[src/rtl/goertzel_frame_ctrl.sv]
// goertzel_frame_ctrl: frames ADC samples into a fixed-bin Goertzel IIR and captures X(k) on AXI4-S.
// Define GOERTZEL_CTRL_TAG_EN to prepend an 8-bit wrapping frame index to m_axis_tdata.
module goertzel_frame_ctrl #(
    parameter int N   = 126,
    parameter int OW  = 20,
    parameter int CW  = 16,
    parameter int TMO = 8
) (
    input  logic            i_clk,
    input  logic            i_rst,
    input  logic            i_enable,
    input  logic            s_axis_tvalid,
    output logic            s_axis_tready,
    output logic            o_iir_ce,
    output logic            o_iir_clr,
    output logic            o_iir_last,
    input  logic [2*OW-1:0] i_iir_result,
    input  logic            i_iir_done,
`ifdef GOERTZEL_CTRL_TAG_EN
    output logic [2*OW+7:0] m_axis_tdata,
`else
    output logic [2*OW-1:0] m_axis_tdata,
`endif
    output logic            m_axis_tvalid,
    input  logic            m_axis_tready,
    output logic [CW-1:0]   o_frame_cnt,
    output logic [CW-1:0]   o_drop_cnt,
    output logic            o_tmo_err,
    output logic            o_busy
);
    localparam int NW = $clog2(N);
    localparam int TW = $clog2(TMO);
    localparam logic [NW-1:0] N_LAST = NW'(N - 1);
    localparam logic [TW-1:0] T_LAST = TW'(TMO - 1);

    typedef enum logic [1:0] {S_IDLE, S_CLEAR, S_RUN, S_WAIT} state_t;

    state_t          r_state;
    logic [NW-1:0]   r_n;
    logic [TW-1:0]   r_tmo_cnt;
    logic            w_hs;
    logic            w_done;
    logic            w_load;
`ifdef GOERTZEL_CTRL_TAG_EN
    logic [7:0]      r_tag;
`endif

    assign s_axis_tready = r_state == S_RUN;
    assign o_iir_ce      = s_axis_tvalid & s_axis_tready;
    assign o_iir_clr     = r_state == S_CLEAR;
    assign o_iir_last    = o_iir_ce & (r_n == N_LAST);
    assign o_busy        = r_state != S_IDLE;
    assign w_hs          = m_axis_tvalid & m_axis_tready;
    assign w_done        = (r_state == S_WAIT) & i_iir_done;
    // a full register may still take a new result if it is being drained this cycle
    assign w_load        = w_done & (~m_axis_tvalid | w_hs);

    always_ff @(posedge i_clk) begin
        if (i_rst) begin
            r_state       <= S_IDLE;
            r_n           <= '0;
            r_tmo_cnt     <= '0;
            m_axis_tdata  <= '0;
            m_axis_tvalid <= 1'b0;
            o_frame_cnt   <= '0;
            o_drop_cnt    <= '0;
            o_tmo_err     <= 1'b0;
`ifdef GOERTZEL_CTRL_TAG_EN
            r_tag         <= '0;
`endif
        end else begin
            case (r_state)
                S_IDLE:  if (i_enable) r_state <= S_CLEAR;
                S_CLEAR: begin
                    r_n       <= '0;
                    r_tmo_cnt <= '0;
                    r_state   <= S_RUN;
                end
                S_RUN: if (o_iir_ce) begin
                    if (r_n == N_LAST) r_state <= S_WAIT;
                    else r_n <= r_n + 1'b1;
                end
                S_WAIT: if (i_iir_done || r_tmo_cnt == T_LAST) begin
                    r_state   <= i_enable ? S_CLEAR : S_IDLE;
                    o_tmo_err <= o_tmo_err | ~i_iir_done;
                end else begin
                    r_tmo_cnt <= r_tmo_cnt + 1'b1;
                end
                default: r_state <= S_IDLE;
            endcase
            if (w_load) begin
`ifdef GOERTZEL_CTRL_TAG_EN
                m_axis_tdata <= {r_tag, i_iir_result};
`else
                m_axis_tdata <= i_iir_result;
`endif
                m_axis_tvalid <= 1'b1;
            end else if (w_hs) begin
                m_axis_tvalid <= 1'b0;
            end
            if (w_done) begin
                o_frame_cnt <= (o_frame_cnt == '1) ? o_frame_cnt : o_frame_cnt + 1'b1;
                if (!w_load) o_drop_cnt <= (o_drop_cnt == '1) ? o_drop_cnt : o_drop_cnt + 1'b1;
`ifdef GOERTZEL_CTRL_TAG_EN
                r_tag <= r_tag + 1'b1;
`endif
            end
        end
    end
endmodule

[config.mk]
export PLATFORM = sky130hd
export DESIGN_NAME = goertzel_frame_ctrl
export DESIGN_NICKNAME = d
export VERILOG_FILES = /design/src/rtl/goertzel_frame_ctrl.sv
export SDC_FILE = /design/constraint.sdc
export NUM_CORES = 1
export LEC_CHECK = 0
export ABC_AREA = 1
export CAP_MARGIN = 20
export CORE_AREA = 2 2 93 95
export DETAILED_ROUTE_END_ITERATION = 12
export DIE_AREA = 0 0 95 97
export GPL_TIMING_DRIVEN = 0
export PLACE_DENSITY = 0.85
export SLEW_MARGIN = 20
export SYNTH_ARGS = -nofsm -noshare
export SYNTH_HDL_FRONTEND = slang
export SYNTH_SLANG_ARGS = --single-unit
[constraint.sdc]
create_clock -name i_clk -period 3.1 [get_ports i_clk]
set_clock_uncertainty 0.15 [all_clocks]
set_input_delay 0.465 -clock i_clk [delete_from_list [all_inputs] [get_ports i_clk]]
set_output_delay 0.465 -clock i_clk [all_outputs]
set_load 0.05 [all_outputs]
==> impl_metrics.tcl, run 1 <==
set metrics [dict create \
    initial_core_util_pct 50.5 \
    grt_max_degree 16 \
    critPathMaxStageDelay_ns 0.80 \
    timing.hold.ws_ns 0.305 \
    cp_num_buf_inv 1 \
    setup_viol 0 \
    seq_area_frac_synth_pct 42.0 \
    area_delta_synth_final_pct 39.1 \
    relSlewSlack_pct 64.1 \
    dieArea_um2 9220 \
    grt_pass1_wl_mm 17.3 \
    cts_tree "done" \
    totalNegativeSetupSlack_ns 0 \
    grt_use_total_pct 23.3 \
    drtIter0Drc 155 \
    root_buffer "clkbuf_8" \
    wl_per_cell_um 12.3 \
    crit_slowest_cell "clkdlybuf4s50_1" \
    postCtsSetupBuffers 0 \
    drt_wl_total_mm 10.3 \
    cp_data_required_time_ns 2.48 \
    synth_edf_count 0 \
    nets 784 \
    dpl.hpwl_mm 7.84 \
    synth_top_area_cell "dfxtp_1" \
    p_per_area_nw_per_um2 532 \
    vias 4132 \
    n_antenna_cell 0 \
    n_fill_cell 669 \
    syn-cell-area_um2 4100 \
    cts_hold_buf 0 \
    grt_overflow_total 0 \
    status "finished clean" \
    avgSynthCellArea_um2 6.93 \
    drive_gt1_share_pct 7.79 \
    cts_made_buffers 9 \
    finalHoldViolations 0 \
    multiInputGateArea_um2 2070 \
    synth.top_cell.area_share_pct 42.0 \
    core-area_um2 8130 \
    syn_inst 592 \
    cts_num_sinks 86 \
    arrival_ns 2.13 \
    firstDrtPassIters 5 \
    rsz0062_at_grt "false" \
    die_w_um 95 \
    synth_cell_type_count 35 \
    critPathKind "reg -> out" \
    row_count 33 \
    cts_resized 0 \
    yosysWarnings 0 \
    worst_skew_pair.late_latency_ns 0.35 \
    pin_count 125 \
    ant_nets 0 \
    drc_errors 0 \
    synth_nets 649 \
    regArea_um2 1720 \
    synth_most_common_cell "nor2_1" \
    critPathLaunchType "register" \
    synth_ff_type "dfxtp_1" \
    ir_drop_v 0.000366 \
    cts.reportedPaths.clkPinSlew_ns 0.08 \
    die_y_um 97 \
    hold_path.class "reg -> reg" \
    clk_path_buf_depth 2 \
    max_clock_freq_ghz 0.365 \
    synth_commonest_cells "nor2_1 (164), nand2_1 (101), dfxtp_1 (86), inv_1 (45), o21ai_0 (42)" \
    p_leak_nw 2.26 \
    place.port_buffers 124 \
    worstMarginPinSlew_ns 0.537 \
    crit_fanout 5 \
    crit_chain "ha_1 -> nand3_1 -> nand3b_1 -> nor2_1 -> clkdlybuf4s50_1" \
    cts.htree.levels 3 \
    synth_seq_cells 86 \
    cp-end-kind "output pin" \
    gp_congestion 0.846 \
    ys_async_sr_fraction_pct 0 \
    fin_util_pct 70.2 \
    drv_cap 0 \
    fin_crit_sh_pct 88.4 \
    synth_area_leaders "dfxtp_1 (42%), nor2_1 (15%), nand2_1 (9.2%)" \
    avgViaCountPerCell 4.94 \
    path_delay_family "buffers and inverters" \
    slew_violations 0 \
    period_needed_ns 2.74 \
    grt_antenna_before_repair 0 \
    grt_pass1_vias 3982 \
]
-- through the flow --
step           instance area (um2)  setup slack, ns  total power (W)  cells
3_3_place_gp                  5480            0.504          0.00215    821
5_1_grt                       5710            0.254          0.00320    837
4_1_cts                       5710            0.333          0.00307    837
6_report                      5710            0.359          0.00304    837
2_1_floorplan                 4100            0.695          0.00186    592
3_5_place_dp                  5480            0.486          0.00217    821
-- kinds of logic after synthesis --
logic type	after synthesis	share of synthesized area, %
xor+xnor	4	0.854
simple gates	340	35.9
fa+ha+maj	11	3.35
buf+inv	70	7.65
compound gates	81	10.2
flops	86	42.0
-- flip-flops by register name (all words and copies together), names as in the netlist --
register       cells
m_axis_tdata      40
m_axis_tvalid      1
o_drop_cnt        16
o_frame_cnt       16
o_tmo_err          1
r_n                7
r_state            2
r_tmo_cnt          3
-- placed cells by master, fill, tap and decap left out, drive strengths merged --
cell           count
a21oi             28
and3               1
buf               12
bufinv             2
clkbuf            19
clkdlybuf4s50    124
clkinv             1
clkinvlp           2
dfxtp             86
ha                11
inv               50
nand2            109
nand3             42
nand3b             2
nand4              4
nor2             176
nor3               4
nor3b              1
nor4               1
o211ai             2
o21ai             50
o21bai             1
xnor2              1
xor2               3
-- area by class of cell --
class,count,area share (%)
clock inverters,6,1.62
multi-input cells,436,36.2
inverters,49,3.27
clock buffers,10,2.41
plain buffers,21,2.24
repair buffers,124,21.7
well taps,105,2.30
flip-flops and latches,86,30.2
-- tightest hold or removal path, cell delays in order (launching register included) --
cell and delay [ns]:
dfxtp_1 0.32, inv_1 0.05, a21oi_1 0.05
-- metal layers --
metal	share of wire [%]	GRT usage (%)	vias up
met3	4.9	4.52	8
met5	0	0	-
met2	50	39.4	116
met4	1.2	9.03	0
met1	44	28.9	1862
li1	-	-	2146
-- worst paths after layout --
path                                start  cells after the start                            end  slack [ns]
hold reg to reg    o_tmo_err$_SDFFE_PP0P_                      2         o_tmo_err$_SDFFE_PP0P_        0.30
setup reg to reg  r_state[0]$_SDFFE_PP0P_                      8  m_axis_tdata[25]$_SDFFE_PP0P_        1.16
hold / removal     o_tmo_err$_SDFFE_PP0P_                      2         o_tmo_err$_SDFFE_PP0P_        0.30
setup / recovery      r_n[0]$_SDFFE_PP0P_                      5                     o_iir_last        0.36
-- report_power, final --
part	switching (W)	internal [W]
logic	0.000589	0.000311
clock network	0.000413	0.000482
registers	0.0000571	0.00119
total	0.00106	0.00198
Note: power is estimated with default switching activity, not from simulation.
==> run 2, diff against run 1 <==
--- a/config.mk
+++ b/config.mk
@@ -7,11 +7,12 @@
 export LEC_CHECK = 0
 export ABC_AREA = 1
 export CAP_MARGIN = 20
-export CORE_AREA = 2 2 93 95
+export CORE_AREA = 2 2 92 94
+export CTS_BUF_LIST = sky130_fd_sc_hd__clkbuf_4 sky130_fd_sc_hd__clkbuf_8
 export DETAILED_ROUTE_END_ITERATION = 12
-export DIE_AREA = 0 0 95 97
+export DIE_AREA = 0 0 94 96
 export GPL_TIMING_DRIVEN = 0
-export PLACE_DENSITY = 0.85
+export PLACE_DENSITY = 0.86
 export SLEW_MARGIN = 20
 export SYNTH_ARGS = -nofsm -noshare
 export SYNTH_HDL_FRONTEND = slang
==> run 2 against run 1 <==
Via count up 2.4%. Clock power is 7.2% higher. First-iteration DRC count increased by 5.8%. Die area decreased by 2.1%. Sequential power is essentially flat. Cell count fell by 0.12%. Critical path depth unchanged. Global-route usage is 1.0 points higher. Setup slack worse by 0.016 ns.
==> impl_metrics.tcl, run 2 (synthesis gave the netlist of run 1 again) <==
set metrics [dict create \
    grt_pass1_vias 3972 \
    totalNegativeSetupSlack_ns 0 \
    drtIter0Drc 164 \
    n_antenna_cell 0 \
    grt_use_total_pct 24.3 \
    grt_overflow_total 0 \
    arrival_ns 2.14 \
    place_inst 821 \
    slew_violations 0 \
    crit_fanout 5 \
    stdcell_area_um2 5720 \
    min_path_cells 1 \
    setup_viol 0 \
    die_y_um 96 \
    finalHoldViolations 0 \
    place_ws_ns 0.506 \
    ant_nets 0 \
    status "finished clean" \
    grt_max_degree 15 \
    cts_num_sinks 86 \
    worstMarginPinSlew_ns 0.533 \
    stdcell_count 836 \
    largest_register_ffs 40 \
    layout_setup_ws_ns 0.343 \
    place.port_buffers 124 \
    period_needed_ns 2.76 \
    cp_data_required_time_ns 2.48 \
    place_area_um2 5480 \
    max_clock_freq_ghz 0.363 \
    relSlewSlack_pct 64.3 \
    wl_per_cell_um 12.8 \
    fin_crit_sh_pct 89.0 \
    postCtsSetupBuffers 0 \
    cts_made_buffers 9 \
    nets 784 \
    firstDrtPassIters 4 \
    avgViaCountPerCell 5.06 \
    row_count 33 \
    p_per_area_nw_per_um2 544 \
    rsz0062_at_grt "false" \
    drive_gt1_share_pct 7.66 \
    worstReg2RegStart "r_state[1]$_SDFFE_PP0P_" \
    dpl.hpwl_mm 8.05 \
    layout_common_cells "nor2_1 (164), clkdlybuf4s50_1 (124), nand2_1 (101)" \
    top_regs "m_axis_tdata: 40 flops, o_drop_cnt: 16 flops, o_frame_cnt: 16 flops" \
    largest_register "m_axis_tdata" \
    hp-start "r_tmo_cnt[0]$_SDFFE_PP0P_" \
    n_fill_cell 642 \
    cts_hold_buf 0 \
    gp_congestion 0.869 \
    cp-end-kind "output pin" \
    crit_path_start "r_n[0]$_SDFFE_PP0P_" \
    cts.htree.levels 3 \
    core-area_um2 8050 \
    critPathLaunchType "register" \
    cts_resized 0 \
    drt_wl_total_mm 10.7 \
    die_w_um 94 \
    critPathKind "reg -> out" \
    p_leak_nw 2.27 \
    grt_antenna_before_repair 0 \
    vias 4230 \
    drv_cap 0 \
    initial_core_util_pct 51.0 \
    grt_pass1_wl_mm 17.4 \
    r2r_cells 9 \
    area_delta_synth_final_pct 39.4 \
    root_buffer "clkbuf_8" \
    layout_commonest_cell "nor2_1" \
    pin_count 125 \
    cts.reportedPaths.clkPinSlew_ns 0.08 \
    ir_drop_v 0.000386 \
    clk_path_buf_depth 2 \
    drc_errors 0 \
    cts_tree "done" \
    worst_skew_pair.late_latency_ns 0.36 \
    dieArea_um2 9020 \
    hold_path.class "reg -> reg" \
]
-- run 2: layout make-up --
type                            instances  area, um2  share of cell area (%)
Sequential cell                        86       1720                    30.1
Tap cell                              105        131                    2.30
Clock buffer                           10        138                    2.41
Multi-Input combinational cell        436       2070                    36.2
Inverter                               49        186                    3.26
Timing Repair Buffer                  124       1240                    21.7
Buffer                                 21        128                    2.23
Clock inverter                          5        106                    1.86
-- run 2: per-layer routing --
layer	vias up	part of all wire [%]	track usage [%]
li1	2147	-	-
met5	-	0	0
met2	122	52	43.8
met3	10	6.1	6.34
met4	0	1.2	8.82
met1	1951	41	27.9
-- run 2: per-stage QoR --
| step | utilization (%) | hold slack (ns) | power, W |
|---|---|---|---|
| floorplan | - | 0.278 | 0.00186 |
| global placement | 68.0 | 0.287 | 0.00215 |
| detailed placement | 68.0 | 0.307 | 0.00218 |
| CTS | 71.0 | 0.318 | 0.00313 |
| global route | 71.0 | 0.331 | 0.00325 |
| finish | 71.0 | 0.317 | 0.00311 |
-- run 2: worst paths after layout --
path / slack (ns) / endpoint
worst max-delay path: 0.34 / o_iir_last
worst min-delay path: 0.32 / r_tmo_cnt[0]$_SDFFE_PP0P_
worst max register to register: 1.11 / o_drop_cnt[8]$_SDFFE_PP0P_
worst min register to register: 0.32 / r_tmo_cnt[0]$_SDFFE_PP0P_
-- run 2: power by group --
group	switching, W	internal, W
clock network	0.000402	0.000556
logic	0.000597	0.000312
registers	0.0000598	0.00119
-- run 2: critical path, stage by stage (launching register included) --
cell and delay (ns):
dfxtp_1 0.44, ha_1 0.18, nand3_1 0.09, nand3b_1 0.19
nor2_1 0.10, clkdlybuf4s50_1 0.80
==> run 3, diff against run 2 <==
--- a/config.mk
+++ b/config.mk
@@ -5,12 +5,11 @@
 export SDC_FILE = /design/constraint.sdc
 export NUM_CORES = 1
 export LEC_CHECK = 0
-export ABC_AREA = 1
 export CAP_MARGIN = 20
-export CORE_AREA = 2 2 92 94
+export CORE_AREA = 2 2 90 92
 export CTS_BUF_LIST = sky130_fd_sc_hd__clkbuf_4 sky130_fd_sc_hd__clkbuf_8
 export DETAILED_ROUTE_END_ITERATION = 12
-export DIE_AREA = 0 0 94 96
+export DIE_AREA = 0 0 92 94
 export GPL_TIMING_DRIVEN = 0
 export PLACE_DENSITY = 0.86
 export SLEW_MARGIN = 20
==> run 3 against run 2 <==
Combinational power fell by 42%. Fmax is 5.0% lower. First-iteration DRC count decreased by 0.61%. Synthesized cell count is 23% lower. Cell count fell by 17%. Non-clock buffer count up 1. Critical endpoint is now o_iir_ce. Via count is 11% lower. Total power decreased by 17%. Highest routed layer unchanged.
==> impl_metrics.tcl, run 3 <==
set metrics [dict create \
    crit_fanout 6 \
    power_frac_comb_pct 20.2 \
    postCtsSetupBuffers 0 \
    dr.max_layer_used "met4" \
    crit_slowest_cell "clkdlybuf4s50_1" \
    gp_congestion 0.881 \
    p_leak_nw 1.83 \
    fin_crit_sh_pct 93.7 \
    critPathLaunchType "register" \
    ir_drop_v 0.000301 \
    grt_max_degree 17 \
    worst_skew_pair.late_latency_ns 0.36 \
    p_sw_share_pct 30.5 \
    seq_area_frac_synth_pct 44.9 \
    max_clock_freq_ghz 0.344 \
    critPathKind "reg -> out" \
    synth.top_cell.area_share_pct 44.9 \
    grt_pass1_vias 3619 \
    largest_register "m_axis_tdata" \
    setup_viol 0 \
    grt_pass1_wl_mm 16.2 \
    cpMostUsedCell "inv_1" \
    pin_count 125 \
    layout_commonest_cell "clkdlybuf4s50_1" \
    grt_overflow_total 0 \
    intPower_w 0.00180 \
    cts_hold_buf 0 \
    vias 3760 \
    avgViaCountPerCell 5.41 \
    initial_core_util_pct 50.4 \
    dpl.hpwl_mm 7.36 \
    period_needed_ns 2.90 \
    drv_cap 0 \
    wl_per_cell_um 14.3 \
    avgSynthCellArea_um2 8.44 \
    yosysWarnings 0 \
    slew_violations 0 \
    synth_ff_type "dfxtp_1" \
    synth_area_leaders "dfxtp_1 (45%), nand2_1 (9.6%), a21oi_1 (7.4%)" \
    critPathMaxStageDelay_ns 0.81 \
    ant_nets 0 \
    synth_edf_count 0 \
    clk_path_buf_depth 2 \
    hp-start "m_axis_tdata[25]$_SDFFE_PP0P_" \
    grt_antenna_before_repair 0 \
    root_buffer "clkbuf_8" \
    n_antenna_cell 0 \
    core-area_um2 7610 \
    rsz0062_at_grt "false" \
    die_w_um 92 \
    cp_data_required_time_ns 2.48 \
    cts.reportedPaths.clkPinSlew_ns 0.08 \
    wl_met2_mm 5.16 \
    r2r_cells 6 \
    r2r-end "o_frame_cnt[15]$_SDFFE_PP0P_" \
    crit_chain "inv_1 -> ha_1 -> nand2_1 -> inv_1 -> clkdlybuf4s50_1" \
    drtIter0Drc 163 \
    dr_wl_met3_um 654 \
    switchingPower_w 0.000793 \
    synth_commonest_cells "nand2_1 (98), dfxtp_1 (86), a21oi_1 (57), nor2_1 (35), xnor2_1 (21)" \
    grt_use_total_pct 23.2 \
    clkPwrFrac_pct 34.7 \
    worstReg2RegStart "r_state[1]$_SDFFE_PP0P_" \
    cts.htree.levels 3 \
    arrival_ns 2.29 \
    drive_gt1_share_pct 7.59 \
    synth_cell_type_count 49 \
    ys_async_sr_fraction_pct 0 \
    syn_inst 454 \
    firstDrtPassIters 5 \
    area_delta_synth_final_pct 41.5 \
    hold_path.class "reg -> reg" \
    wl_met1_mm 3.83 \
    drc_errors 0 \
    relSlewSlack_pct 64.1 \
    min_path_cells 2 \
    top_regs "m_axis_tdata: 40 flops, o_drop_cnt: 16 flops, o_frame_cnt: 16 flops" \
    dieArea_um2 8650 \
    seq_power_share_pct 45.1 \
    whs_endpoint "m_axis_tdata[25]$_SDFFE_PP0P_" \
    synth_nets 511 \
    cts_tree "done" \
    synth_most_common_cell "nand2_1" \
    drt_wl_total_mm 9.95 \
    synth_top_area_cell "dfxtp_1" \
    status "finished clean" \
    totalNegativeSetupSlack_ns 0 \
    cp_num_buf_inv 3 \
    worstMarginPinSlew_ns 0.538 \
    cts_made_buffers 9 \
    place.port_buffers 123 \
    path_delay_family "buffers and inverters" \
    nets 645 \
    row_count 32 \
    cp-end-kind "output pin" \
    p_per_area_nw_per_um2 479 \
    synth_seq_cells 86 \
    largest_register_ffs 40 \
    layout_common_cells "clkdlybuf4s50_1 (122), nand2_1 (98), dfxtp_1 (86)" \
    syn-cell-area_um2 3830 \
    finalPower_w 0.00260 \
    die_y_um 94 \
    cts_num_sinks 86 \
    finalHoldViolations 0 \
    reg2reg_slack_ns 0.93 \
]
[run 3: changes by cell type after synthesis, sizes merged, moves of 20 or more]
cell | before | now
xnor2 | 1 | 21
a21oi | 28 | 58
nand3 | 42 | 21
nor2 | 176 | 36
o21ai | 50 | 5
inv | 48 | 10
[run 3: power groups by stage]
| stage | combinational, W | sequential (W) | clock, W |
|---|---|---|---|
| 6_report | 0.000525 | 0.00117 | 0.000901 |
| 5_1_grt | 0.000561 | 0.00118 | 0.000951 |
| 4_1_cts | 0.000527 | 0.00117 | 0.000911 |
| 3_5_place_dp | 0.000524 | 0.00120 | 0 |
| 3_3_place_gp | 0.000509 | 0.00120 | 0 |
| 2_1_floorplan | 0.000230 | 0.00129 | 0 |
[run 3: worst max path at each step]
stage,slack [ns],start,endpoint,cells past startpoint
detailed placement,0.29,s_axis_tvalid,o_iir_last,5
CTS,0.05,r_state[0]$_SDFFE_PP0P_,o_iir_last,6
finish,0.20,r_state[0]$_SDFFE_PP0P_,o_iir_ce,5
global route,0.08,r_state[0]$_SDFFE_PP0P_,o_iir_ce,5
floorplan,0.33,r_state[0]$_SDFFE_PP0P_,o_iir_last,5
global placement,0.32,s_axis_tvalid,o_iir_last,5
[run 3: logic make-up (layout without fill, tap and decap cells)]
| kind of cell | after synthesis | after routing | share of synthesized area (%) |
|---|---|---|---|
| AO/OA/AOI/OAI | 83 | 83 | 13.8 |
| XOR/XNOR | 25 | 25 | 5.72 |
| adder cells (fa/ha/maj) | 11 | 11 | 3.59 |
| buffers and inverters | 33 | 172 | 3.72 |
| flip-flops | 86 | 86 | 44.9 |
| multiplexers | 4 | 4 | 1.18 |
| AND/OR/NAND/NOR | 212 | 212 | 27.1 |
[run 3: cell type report]
type	count	area [um2]
fill	577	2180
multi-input combinational	335	1970
sequential	86	1720
timing repair buffer	123	1230
tap	102	128
clock buffer	9	124
clock inverter	7	106
buffer	23	105
inverter	10	37.5
[run 3: worst reg2reg max path, delay by kind of cell, from the launching register on]
family          cells  cell delay (ns)
fa+ha+maj           1             0.34
flops               1             0.42
compound gates      1             0.24
mux                 1             0.30
simple gates        3             0.61
[run 3: per-stage QoR]
stage	std cells	instance area (um2)	setup slack [ns]	hold WS (ns)	utilization (%)
CTS	695	5420	0.0487	0.309	71.3
global placement	679	5190	0.323	0.291	68.2
global route	695	5420	0.0804	0.331	71.3
floorplan	454	3830	0.331	0.302	-
finish	695	5420	0.196	0.305	71.3
detailed placement	679	5190	0.292	0.297	68.2
[run 3: metal layers]
layer | global-route usage, % | vias up
li1 | - | 1829
met2 | 41.3 | 138
met3 | 5.78 | 36
met4 | 10.2 | 0
met5 | 0 | -
met1 | 26.5 | 1757
[run 3: repair_timing]
| item | 4_1_cts | 5_1_grt |
|---|---|---|
| gates resized for setup | 0 | 1 |
| hold endpoints to repair | 0 | 0 |
| setup endpoints to repair | 0 | 1 |
